`src/rtl/rsa_engine_arbiter.sv`:
```
// Round-robin arbiter sharing one modexp engine: port 0 encrypts (E_ENC), port 1 decrypts (E_DEC).
// Optional watchdog: define ARB_TIMEOUT_EN to abort jobs that sit in BUSY for TIMEOUT_CYCLES.
module rsa_engine_arbiter #(
  parameter int WIDTH = 8,
  parameter int N_MOD = 55,
  parameter int E_ENC = 23,
  parameter int E_DEC = 7
`ifdef ARB_TIMEOUT_EN
  , parameter int TIMEOUT_CYCLES = 1023
`endif
) (
  input  logic             clk,
  input  logic             rst_n,
  input  logic             req0_valid,
  input  logic [WIDTH-1:0] req0_data,
  output logic             req0_ready,
  output logic             rsp0_valid,
  output logic [WIDTH-1:0] rsp0_data,
  input  logic             req1_valid,
  input  logic [WIDTH-1:0] req1_data,
  output logic             req1_ready,
  output logic             rsp1_valid,
  output logic [WIDTH-1:0] rsp1_data,
  output logic             rsp_err,
  output logic             eng_en,
  output logic [WIDTH-1:0] eng_a,
  output logic [WIDTH-1:0] eng_n,
  output logic [WIDTH-1:0] eng_e,
  input  logic             eng_done,
  input  logic [WIDTH-1:0] eng_result,
  output logic             busy,
  output logic             grant_id
);

  localparam logic [WIDTH-1:0] LP_N_MOD = WIDTH'(N_MOD);
  localparam logic [WIDTH-1:0] LP_E_ENC = WIDTH'(E_ENC);
  localparam logic [WIDTH-1:0] LP_E_DEC = WIDTH'(E_DEC);

  typedef enum logic [1:0] {S_IDLE, S_BUSY, S_RESP, S_GAP} state_t;

  state_t           r_state;
  logic             r_last_grant;
  logic             r_grant;
  logic             r_eng_en;
  logic [WIDTH-1:0] r_eng_a;
  logic [WIDTH-1:0] r_eng_e;
  logic             r_rsp0_valid;
  logic             r_rsp1_valid;
  logic [WIDTH-1:0] r_rsp0_data;
  logic [WIDTH-1:0] r_rsp1_data;
  logic             r_rsp_err;
`ifdef ARB_TIMEOUT_EN
  localparam int TW = $clog2(TIMEOUT_CYCLES + 1);
  logic [TW-1:0]    r_timer;
`endif

  logic             w_idle;
  logic             w_sel;
  logic             w_accept;
  logic [WIDTH-1:0] w_data;
  logic             w_range_err;

  // A tie goes to whichever port did not own the previous job.
  assign w_idle      = (r_state == S_IDLE);
  assign req0_ready  = w_idle & req0_valid & (~req1_valid | r_last_grant);
  assign req1_ready  = w_idle & req1_valid & (~req0_valid | ~r_last_grant);
  assign w_accept    = req0_ready | req1_ready;
  assign w_sel       = req1_ready;
  assign w_data      = w_sel ? req1_data : req0_data;
  assign w_range_err = (w_data >= LP_N_MOD);

  assign eng_n      = LP_N_MOD;
  assign eng_en     = r_eng_en;
  assign eng_a      = r_eng_a;
  assign eng_e      = r_eng_e;
  assign busy       = ~w_idle;
  assign grant_id   = r_grant;
  assign rsp0_valid = r_rsp0_valid;
  assign rsp1_valid = r_rsp1_valid;
  assign rsp0_data  = r_rsp0_data;
  assign rsp1_data  = r_rsp1_data;
  assign rsp_err    = r_rsp_err;

  always_ff @(posedge clk or negedge rst_n) begin
    if (!rst_n) begin
      r_state      <= S_IDLE;
      r_last_grant <= 1'b1;
      r_grant      <= 1'b0;
      r_eng_en     <= 1'b0;
      r_eng_a      <= '0;
      r_eng_e      <= LP_E_ENC;
      r_rsp0_valid <= 1'b0;
      r_rsp1_valid <= 1'b0;
      r_rsp0_data  <= '0;
      r_rsp1_data  <= '0;
      r_rsp_err    <= 1'b0;
`ifdef ARB_TIMEOUT_EN
      r_timer      <= '0;
`endif
    end else begin
      r_rsp0_valid <= 1'b0;
      r_rsp1_valid <= 1'b0;
      r_rsp_err    <= 1'b0;
      case (r_state)
        S_IDLE: begin
          if (w_accept) begin
            r_grant      <= w_sel;
            r_last_grant <= w_sel;
            r_eng_a      <= w_data;
            r_eng_e      <= w_sel ? LP_E_DEC : LP_E_ENC;
            // Out-of-range operands are answered at once and never reach the engine.
            if (w_range_err) begin
              r_state   <= S_RESP;
              r_rsp_err <= 1'b1;
              if (w_sel) begin
                r_rsp1_valid <= 1'b1;
                r_rsp1_data  <= '0;
              end else begin
                r_rsp0_valid <= 1'b1;
                r_rsp0_data  <= '0;
              end
            end else begin
              r_state  <= S_BUSY;
              r_eng_en <= 1'b1;
`ifdef ARB_TIMEOUT_EN
              r_timer  <= '0;
`endif
            end
          end
        end
        S_BUSY: begin
          if (eng_done) begin
            r_eng_en <= 1'b0;
            r_state  <= S_RESP;
            if (r_grant) begin
              r_rsp1_valid <= 1'b1;
              r_rsp1_data  <= eng_result;
            end else begin
              r_rsp0_valid <= 1'b1;
              r_rsp0_data  <= eng_result;
            end
          end
`ifdef ARB_TIMEOUT_EN
          else if (r_timer == TW'(TIMEOUT_CYCLES - 1)) begin
            r_eng_en  <= 1'b0;
            r_state   <= S_RESP;
            r_rsp_err <= 1'b1;
            if (r_grant) begin
              r_rsp1_valid <= 1'b1;
              r_rsp1_data  <= '0;
            end else begin
              r_rsp0_valid <= 1'b1;
              r_rsp0_data  <= '0;
            end
          end else begin
            r_timer <= r_timer + 1'b1;
          end
`endif
        end
        S_RESP:  r_state <= S_GAP;
        S_GAP:   r_state <= S_IDLE;
        default: r_state <= S_IDLE;
      endcase
    end
  end

endmodule

```
`config.mk`:
```
export PLATFORM = sky130hd
export DESIGN_NAME = rsa_engine_arbiter
export DESIGN_NICKNAME = d
export VERILOG_FILES = /design/src/rtl/rsa_engine_arbiter.sv
export SDC_FILE = /design/constraint.sdc
export NUM_CORES = 1
export LEC_CHECK = 0
export ABC_AREA = 1
export BUFFER_PORTS_ARGS = -buffer_cell sky130_fd_sc_hd__buf_2
export CORE_UTILIZATION = 35
export DETAILED_ROUTE_END_ITERATION = 10
export HOLD_SLACK_MARGIN = 0.03
export PLACE_DENSITY = 0.64
export SKIP_CTS_REPAIR_TIMING = 1
export SLEW_MARGIN = 20
export SYNTH_ARGS = -nofsm -noshare
export SYNTH_HDL_FRONTEND = slang
export SYNTH_SLANG_ARGS = --single-unit
```
`constraint.sdc`:
```
create_clock -name clk -period 3.9 [get_ports clk]
set_input_delay 0.78 -clock clk [delete_from_list [all_inputs] [get_ports clk]]
set_output_delay 0.78 -clock clk [all_outputs]
set_load 0.1 [all_outputs]
```
==> results.toml, run 1 <==
[detailed_routing]
ant_nets = 0
dr_total_vias = 1561
viasPerCell = 4.50
drt-met1-wl_um = 1750
drtIter0Drc = 65
firstDrtPassIters = 6
routed_wl_um = 3980
dr_wl_met3_um = 215
met2WireLength_um = 1950
drc = 0
wire_per_inst_um = 11.5
highest_layer = "met4"

[timing]
fin_crit_ns = 2.79
fin_crit_sh_pct = 71.6
slew_headroom_pct = 52.5
hold_viol = 0
skew_ns = 0.00547
slew_viol_final = 0
rsz0062_at_grt = "no"
setup_viol = 0
clock.fmax_mhz = 358
worstMarginPinSlew_ns = 0.712
fin_tns_setup_ns = 0

[clocking]
cts-buffers-inserted = 5
path_clk_slew_ns = 0.06
htreeDepth = 2
max-clock-path-buffers = 2
clk_latency_ns = 0.28
cts_tree = "built"
clkSinkCount = 33
clockRootBuffer = "clkbuf_8"

[die]
dieArea_mm2 = 0.00552
placementRows = 25
ioPinCount = 77
die_w_um = 74.3
die_y_um = 74.3
core_mm2 = 0.00488
start_util_pct = 37.5

[synthesis]
synth_cell_types = 33
post_synth_instance_area_mm2 = 0.00183
synth.avg_cell_area_um2 = 8.35
synth_edf_count = 0
ys_ff_latch = 33
ys_top_cells_by_area = "dfrtp_1 42%, nand2_1 14%, buf_4 6.6%"
synthFlopType = "dfrtp_1"
synth_seq_area_share_pct = 45.3
syn_inst = 219
synth_top_area_cell = "dfrtp_1"
yosys_warnings = 0
synth_top_area_share_pct = 42.4
synthArstFlopShare_pct = 100

[global_route]
grtUsageTotal_pct = 15.7
antenna_found_initial = 0
grt_overflow = 0
grt_pass1_vias = 1415
grt_start_max_net_pins = 34
grt_pass1_wl_um = 6480

[placement]
place.gp.congestion = 0.776
io_buffers = 61
dp_hpwl_um = 3090
place_area_mm2 = 0.00211

[setup_path]
crit_arrival_ns = 2.01
ff2ff_setup_slack_ns = 1.59
setup.worst_path.end_class = "primary output"
worst_r2r_path_depth = 13
path_class = "register to primary output"
worstSetupStartpointType = "register"
r2r_end = "rsp0_data[4]"
required_ns = 3.12
worstReg2RegStart = "r_state[0]"
crit_fanout = 18

[min_path]
hold_depth = 2
min_from = "rsp1_data[7]"
holdPathEnd = "rsp1_data[7]"
hp-class = "register to register"

[flow_run]
cap_violations = 0

[cells_and_area]
fin_area_mm2 = 0.00219
diodes = 0
drive_above_1_share_pct = 32.5
fin_nets = 312
area_delta_synth_final_pct = 20.0

[run_status]
status = "finished, final reports clean"
logic make-up after synthesis:
group | Yosys count | synth area share, %
AOI/OAI and AO/OA | 25 | 9.03
adders and majority gates | 4 | 2.74
buffers and inverters | 44 | 13.3
DFF | 33 | 45.3
other | 2 | 0.411
and+or+nand+nor | 111 | 29.2
critical path, stage by stage, from the launching register on:
cell and delay, ns:
dfrtp_1 0.40, inv_1 0.11, ha_1 0.35, nand2_2 0.11
inv_4 0.08, nand2_4 0.13, inv_2 0.11, buf_2 0.43
layer usage:
metal	track usage (%)	up-vias
li1	-	794
met3	4.47	5
met5	0	-
met1	19.6	718
met4	6.50	0
met2	25.5	44
synth_stat cells, drive strengths merged (2+ instances only):
cell	count
clkbuf	2
o21ai	10
conb	2
nand4	16
a31oi	5
nand2	75
o32ai	2
a21oi	5
nand3	8
dfstp	2
dfrtp	31
inv	22
nor2	11
o22ai	2
ha	4
buf	19
state kept, by name (all words and copies together) (netlist names):
register / cells
r_state: 2
eng_en: 1
eng_e: 1
eng_a: 8
rsp_err: 1
r_last_grant: 1
rsp0_data: 8
grant_id: 1
rsp1_data: 8
rsp0_valid: 1
rsp1_valid: 1
placed cells by master, fill, tap and decap left out, drive strengths merged:
cell type,count
nand3,8
clkinv,3
a21boi,1
a31oi,5
nand2,75
or2,1
o22ai,2
nand4,16
buf,61
ha,4
a21oi,5
nor2,11
conb,15
o32ai,2
inv,22
clkbuf,6
o21ai,10
dfrtp,31
dfstp,2
final cells by class:
type | instances | area [µm²]
inverters | 23 | 88.8
clock buffers | 6 | 72.6
fillers | 536 | 2690
well taps | 67 | 83.8
multi-input cells | 155 | 806
flip-flops and latches | 33 | 828
clock inverters | 2 | 10.0
repair buffers | 61 | 305
per-stage QoR:
step | worst slack (ns) | hold slack, ns | instances | utilization [%]
floorplan | 1.44 | 0.451 | 232 | -
global placement | 1.41 | 0.452 | 339 | 43.3
detailed placement | 1.35 | 0.453 | 339 | 43.3
CTS | 1.09 | 0.469 | 347 | 45.0
global route | 0.946 | 0.493 | 347 | 45.0
finish | 1.11 | 0.465 | 347 | 45.0
how the worst max path moves through the flow:
stage,startpoint,cells past startpoint,end,slack [ns]
after CTS,r_state[1],7,req1_ready,1.09
after global placement,req0_valid,6,req0_ready,1.41
final,r_state[0],7,req1_ready,1.11
after global routing,r_state[1],7,req1_ready,0.95
after floorplan,req0_valid,4,req0_ready,1.44
after detailed placement,req0_valid,6,req0_ready,1.35
Power of run 1 is not shown: default switching activity piles up to over one toggle a cycle in this logic, so the estimate is an artifact.
==> run 2: changes to the inputs <==
--- a/config.mk
+++ b/config.mk
@@ -10,7 +10,7 @@
 export CORE_UTILIZATION = 35
 export DETAILED_ROUTE_END_ITERATION = 10
 export HOLD_SLACK_MARGIN = 0.03
-export PLACE_DENSITY = 0.64
+export PLACE_DENSITY = 0.66
 export SKIP_CTS_REPAIR_TIMING = 1
 export SLEW_MARGIN = 20
 export SYNTH_ARGS = -nofsm -noshare
==> constraint.sdc (replaced) <==
create_clock -name clk -period 2.36 [get_ports clk]
set_input_delay 0.472 -clock clk [delete_from_list [all_inputs] [get_ports clk]]
set_output_delay 0.472 -clock clk [all_outputs]
set_load 0.1 [all_outputs]
==> results.toml, run 2 (synthesized netlist as in run 1, its figures left out) <==
[detailed_routing]
routed_wl_um = 4110
drtIter0Drc = 60
highest_layer = "met4"
firstDrtPassIters = 4
drt-met1-wl_um = 1880
wire_per_inst_um = 11.7
drc = 0
dr_total_vias = 1582
ant_nets = 0
dr_wl_met3_um = 161
met2WireLength_um = 2000
viasPerCell = 4.52

[timing]
fin_crit_sh_pct = 92.7
rsz0062_at_grt = "no"
fin_crit_ns = 2.19
slew_headroom_pct = 52.4
hold_viol = 0
fin_tns_setup_ns = 0
skew_ns = 0.00485
worst_slack_ns = 0.171
setup_viol = 0
clock.fmax_mhz = 457
worstMarginPinSlew_ns = 0.715
slew_viol_final = 0

[setup_path]
crit_arrival_ns = 1.72
worstSetupStartpointType = "register"
setup.worst_path.end_class = "primary output"
path_class = "register to primary output"
required_ns = 1.89
crit_fanout = 5

[placement]
dp_hpwl_um = 3180
io_buffers = 61
dp_slack_ns = 0.263
place.gp.congestion = 0.818
place_area_mm2 = 0.00216
dp_cells = 342

[global_route]
grt_pass1_vias = 1456
grt_pass1_wl_um = 6350
grt_start_max_net_pins = 34
antenna_found_initial = 0
grtUsageTotal_pct = 15.5
grt_overflow = 0

[die]
placementRows = 25
die_y_um = 74.3
ioPinCount = 77
die_w_um = 74.3
dieArea_mm2 = 0.00552
core_mm2 = 0.00488
start_util_pct = 37.5

[cells_and_area]
mostFrequentLayoutCell = "nand2_1"
mostFrequentLayoutCells = "67 x nand2_1, 59 x buf_2, 31 x dfrtp_1"
fin_area_mm2 = 0.00225
drive_above_1_share_pct = 33.2
diodes = 0
fin_nets = 315
layout.cells.non_filler = 350
area_delta_synth_final_pct = 23.3

[run_status]
status = "finished, final reports clean"

[clocking]
cts-buffers-inserted = 5
clk_latency_ns = 0.29
path_clk_slew_ns = 0.07
clkSinkCount = 33
max-clock-path-buffers = 2
htreeDepth = 2
cts_tree = "built"
clockRootBuffer = "clkbuf_8"

[flow_run]
cap_violations = 0

[min_path]
hp-class = "primary input to asynchronous set/reset pin"
==> run 2: metal layers <==
metal	up-vias	global-route usage [%]
met3	5	4.20
met2	42	25.5
li1	803	-
met1	732	19.4
met4	0	6.29
met5	-	0
==> run 2: final cells by class <==
cell class	instances	area (µm²)
clock buffer	6	72.6
inverter	23	88.8
multi-input combinational	155	813
timing repair buffer	64	358
fill	515	2630
sequential	33	828
tap	67	83.8
clock inverter	2	10.0
==> run 2: worst max-delay path, cell delays in order (launching register included) <==
cell     delay [ns]
dfrtp_1        0.37
inv_1          0.09
ha_1           0.23
buf_4          0.16
inv_1          0.12
buf_2          0.46
==> run 2: stage by stage <==
| step | util [%] | hold slack (ns) |
|---|---|---|
| 2_1_floorplan | - | 0.176 |
| 3_3_place_gp | 44.4 | 0.451 |
| 3_5_place_dp | 44.4 | 0.454 |
| 4_1_cts | 46.1 | 0.263 |
| 5_1_grt | 46.2 | 0.302 |
| 6_report | 46.2 | 0.234 |
==> run 2: path summary, 6_finish.rpt <==
| path | startpoint | end | slack, ns | depth (start not counted) |
|---|---|---|---|---|
| worst max-delay path | r_state[0] | busy | 0.17 | 5 |
| worst min-delay path | rst_n | eng_a[6] | 0.23 | 1 |
| worst max register to register | r_state[0] | rsp0_data[0] | 0.21 | 13 |
| worst min register to register | rsp1_data[7] | rsp1_data[7] | 0.47 | 2 |
| max in group asynchronous | rst_n | rsp1_data[5] | 1.66 | 1 |
| min in group clk | rsp1_data[7] | rsp1_data[7] | 0.47 | 2 |
Power of run 2 is left out for the same reason.
==> run 3: changes to the inputs <==
--- a/config.mk
+++ b/config.mk
@@ -5,12 +5,11 @@
 export SDC_FILE = /design/constraint.sdc
 export NUM_CORES = 1
 export LEC_CHECK = 0
-export ABC_AREA = 1
 export BUFFER_PORTS_ARGS = -buffer_cell sky130_fd_sc_hd__buf_2
 export CORE_UTILIZATION = 35
 export DETAILED_ROUTE_END_ITERATION = 10
 export HOLD_SLACK_MARGIN = 0.03
-export PLACE_DENSITY = 0.66
+export PLACE_DENSITY = 0.65
 export SKIP_CTS_REPAIR_TIMING = 1
 export SLEW_MARGIN = 20
 export SYNTH_ARGS = -nofsm -noshare
==> constraint.sdc (replaced) <==
create_clock -name clk -period 2.5 [get_ports clk]
set_input_delay 0.5 -clock clk [delete_from_list [all_inputs] [get_ports clk]]
set_output_delay 0.5 -clock clk [all_outputs]
set_load 0.1 [all_outputs]
==> results.toml, run 3 <==
[run_status]
status = "finished, final reports clean"

[detailed_routing]
dr_total_vias = 1336
firstDrtPassIters = 4
routed_wl_um = 3730
wire_per_inst_um = 13.1
ant_nets = 0
drtIter0Drc = 43
drc = 0
viasPerCell = 4.70

[placement]
place.gp.congestion = 0.804
dp_slack_ns = 0.394
io_buffers = 61
dp_hpwl_um = 2810

[synthesis]
synth_edf_count = 0
ys_top_cells_by_area = "dfrtp_1 46%, mux2i_1 8.8%, buf_4 6.6%"
yosys_warnings = 0
synth_cell_types = 36
post_synth_instance_area_mm2 = 0.00170
synth_top_area_cell = "dfrtp_1"
synth_seq_area_share_pct = 48.7
syn_inst = 166
synth_top_area_share_pct = 45.6
synth.avg_cell_area_um2 = 10.3
synthArstFlopShare_pct = 100
yosysMostFrequentCell = "dfrtp_1"
ys_ff_latch = 33
synthFlopType = "dfrtp_1"
yosys-top-cells-count = "31 x dfrtp_1, 21 x nand2_1, 15 x buf_4, 15 x mux2i_1, 13 x inv_1"

[setup_path]
setup.worst_path.end_class = "primary output"
path_class = "register to primary output"
cp_cell_sequence = "inv_1 > ha_1 > o211ai_1 > inv_1 > buf_2"
cp_slowest_stage_delay_ns = 0.43
critPathTopFamily = "buffers and inverters"
worst-path-buf-inv = 3
crit_slowest_cell = "buf_2"
crit_fanout = 7
required_ns = 2.00
cpMostUsedCell = "inv_1"
worstSetupStartpointType = "register"
crit_arrival_ns = 1.84

[min_path]
hp-class = "primary input to asynchronous set/reset pin"

[timing]
clock.fmax_mhz = 428
fin_tns_setup_ns = 0
hold_viol = 0
fin_crit_sh_pct = 93.5
skew_ns = 0.00420
worstMarginPinSlew_ns = 0.746
fin_crit_ns = 2.34
slew_viol_final = 0
setup_viol = 0
slew_headroom_pct = 50.2
worst_slack_ns = 0.164
rsz0062_at_grt = "no"

[global_route]
antenna_found_initial = 0
grt_pass1_vias = 1206
grt_pass1_wl_um = 5770
grt_overflow = 0
grt_start_max_net_pins = 34
grtUsageTotal_pct = 14.8

[clocking]
path_clk_slew_ns = 0.07
clk_latency_ns = 0.28
clockRootBuffer = "clkbuf_8"
cts_tree = "built"
htreeDepth = 2
max-clock-path-buffers = 2
clkSinkCount = 33
cts-buffers-inserted = 5

[die]
core_mm2 = 0.00469
ioPinCount = 77
die_w_um = 71.7
die_y_um = 71.7
placementRows = 25
dieArea_mm2 = 0.00514
start_util_pct = 36.3

[cells_and_area]
mostFrequentLayoutCells = "60 x buf_2, 31 x dfrtp_1, 21 x nand2_1"
diodes = 0
mostFrequentLayoutCell = "buf_2"
seq_area_um2 = 828
fillers = 463
multi_input_area_um2 = 721
fin_nets = 262
drive_above_1_share_pct = 34.8
area_delta_synth_final_pct = 25.3

[flow_run]
cap_violations = 0
[run 3: changes by cell type in the layout (fill, tap and decap cells not counted), moves of 6 or more]
cell	previous run	this run
a22o_1	0	9
inv_1	20	13
mux2i_1	0	15
nand2_1	67	21
nand2_2	7	0
nand4_1	16	0
o21ai_0	7	1
[run 3: path summary, 6_finish.rpt]
check / from / to / slack [ns] / depth (start not counted)
worst min-delay path: rst_n / rsp1_data[6] / 0.27 / 1
worst min register to register: r_last_grant / r_last_grant / 0.47 / 2
worst max-delay path: r_state[0] / req0_ready / 0.16 / 5
min in group clk: eng_result[5] / rsp1_data[5] / 0.45 / 2
max in group asynchronous: rst_n / eng_a[1] / 1.74 / 1
worst max register to register: r_state[0] / rsp0_data[1] / 0.39 / 7
[run 3: layout make-up]
class / instances / share of cell area (%)
sequential: 33 / 38.8
multi-input combinational: 110 / 33.8
timing repair buffer: 64 / 16.1
clock buffer: 7 / 4.05
tap: 54 / 3.17
inverter: 15 / 2.64
clock inverter: 1 / 1.41
[run 3: logic make-up after synthesis]
family / Yosys count / share of synthesized area (%)
adders and majority gates: 4 / 2.94
DFF: 33 / 48.7
muxes: 17 / 10.1
and+or+nand+nor: 40 / 10.1
AOI/OAI and AO/OA: 34 / 15.9
other: 2 / 0.441
buffers and inverters: 36 / 11.8
[run 3: metal layers]
layer | vias to the layer above | routed length [µm] | GRT usage, %
li1 | 660 | - | -
met4 | 0 | 0 | 3.27
met2 | 52 | 1700 | 23.1
met3 | 0 | 291 | 6.05
met5 | - | 0 | 0
met1 | 624 | 1740 | 19.4
[run 3: worst register-to-register path, cell delays in order, from the launching register on]
cell and delay (ns):
dfrtp_1 0.39, inv_1 0.12, ha_1 0.32, inv_2 0.09, o32a_4 0.35, o2111ai_1 0.10
a21o_1 0.40, mux2i_1 0.25
[run 3: stage by stage]
stage | instance area [µm²] | utilization, % | hold WS, ns | instances
after floorplan | 1750 | - | 0.204 | 179
after global placement | 2020 | 43.0 | 0.446 | 276
after detailed placement | 2020 | 43.0 | 0.463 | 276
after CTS | 2130 | 45.4 | 0.298 | 284
after global routing | 2130 | 45.4 | 0.324 | 284
final | 2130 | 45.4 | 0.273 | 284
Power of run 3 is left out for the same reason.
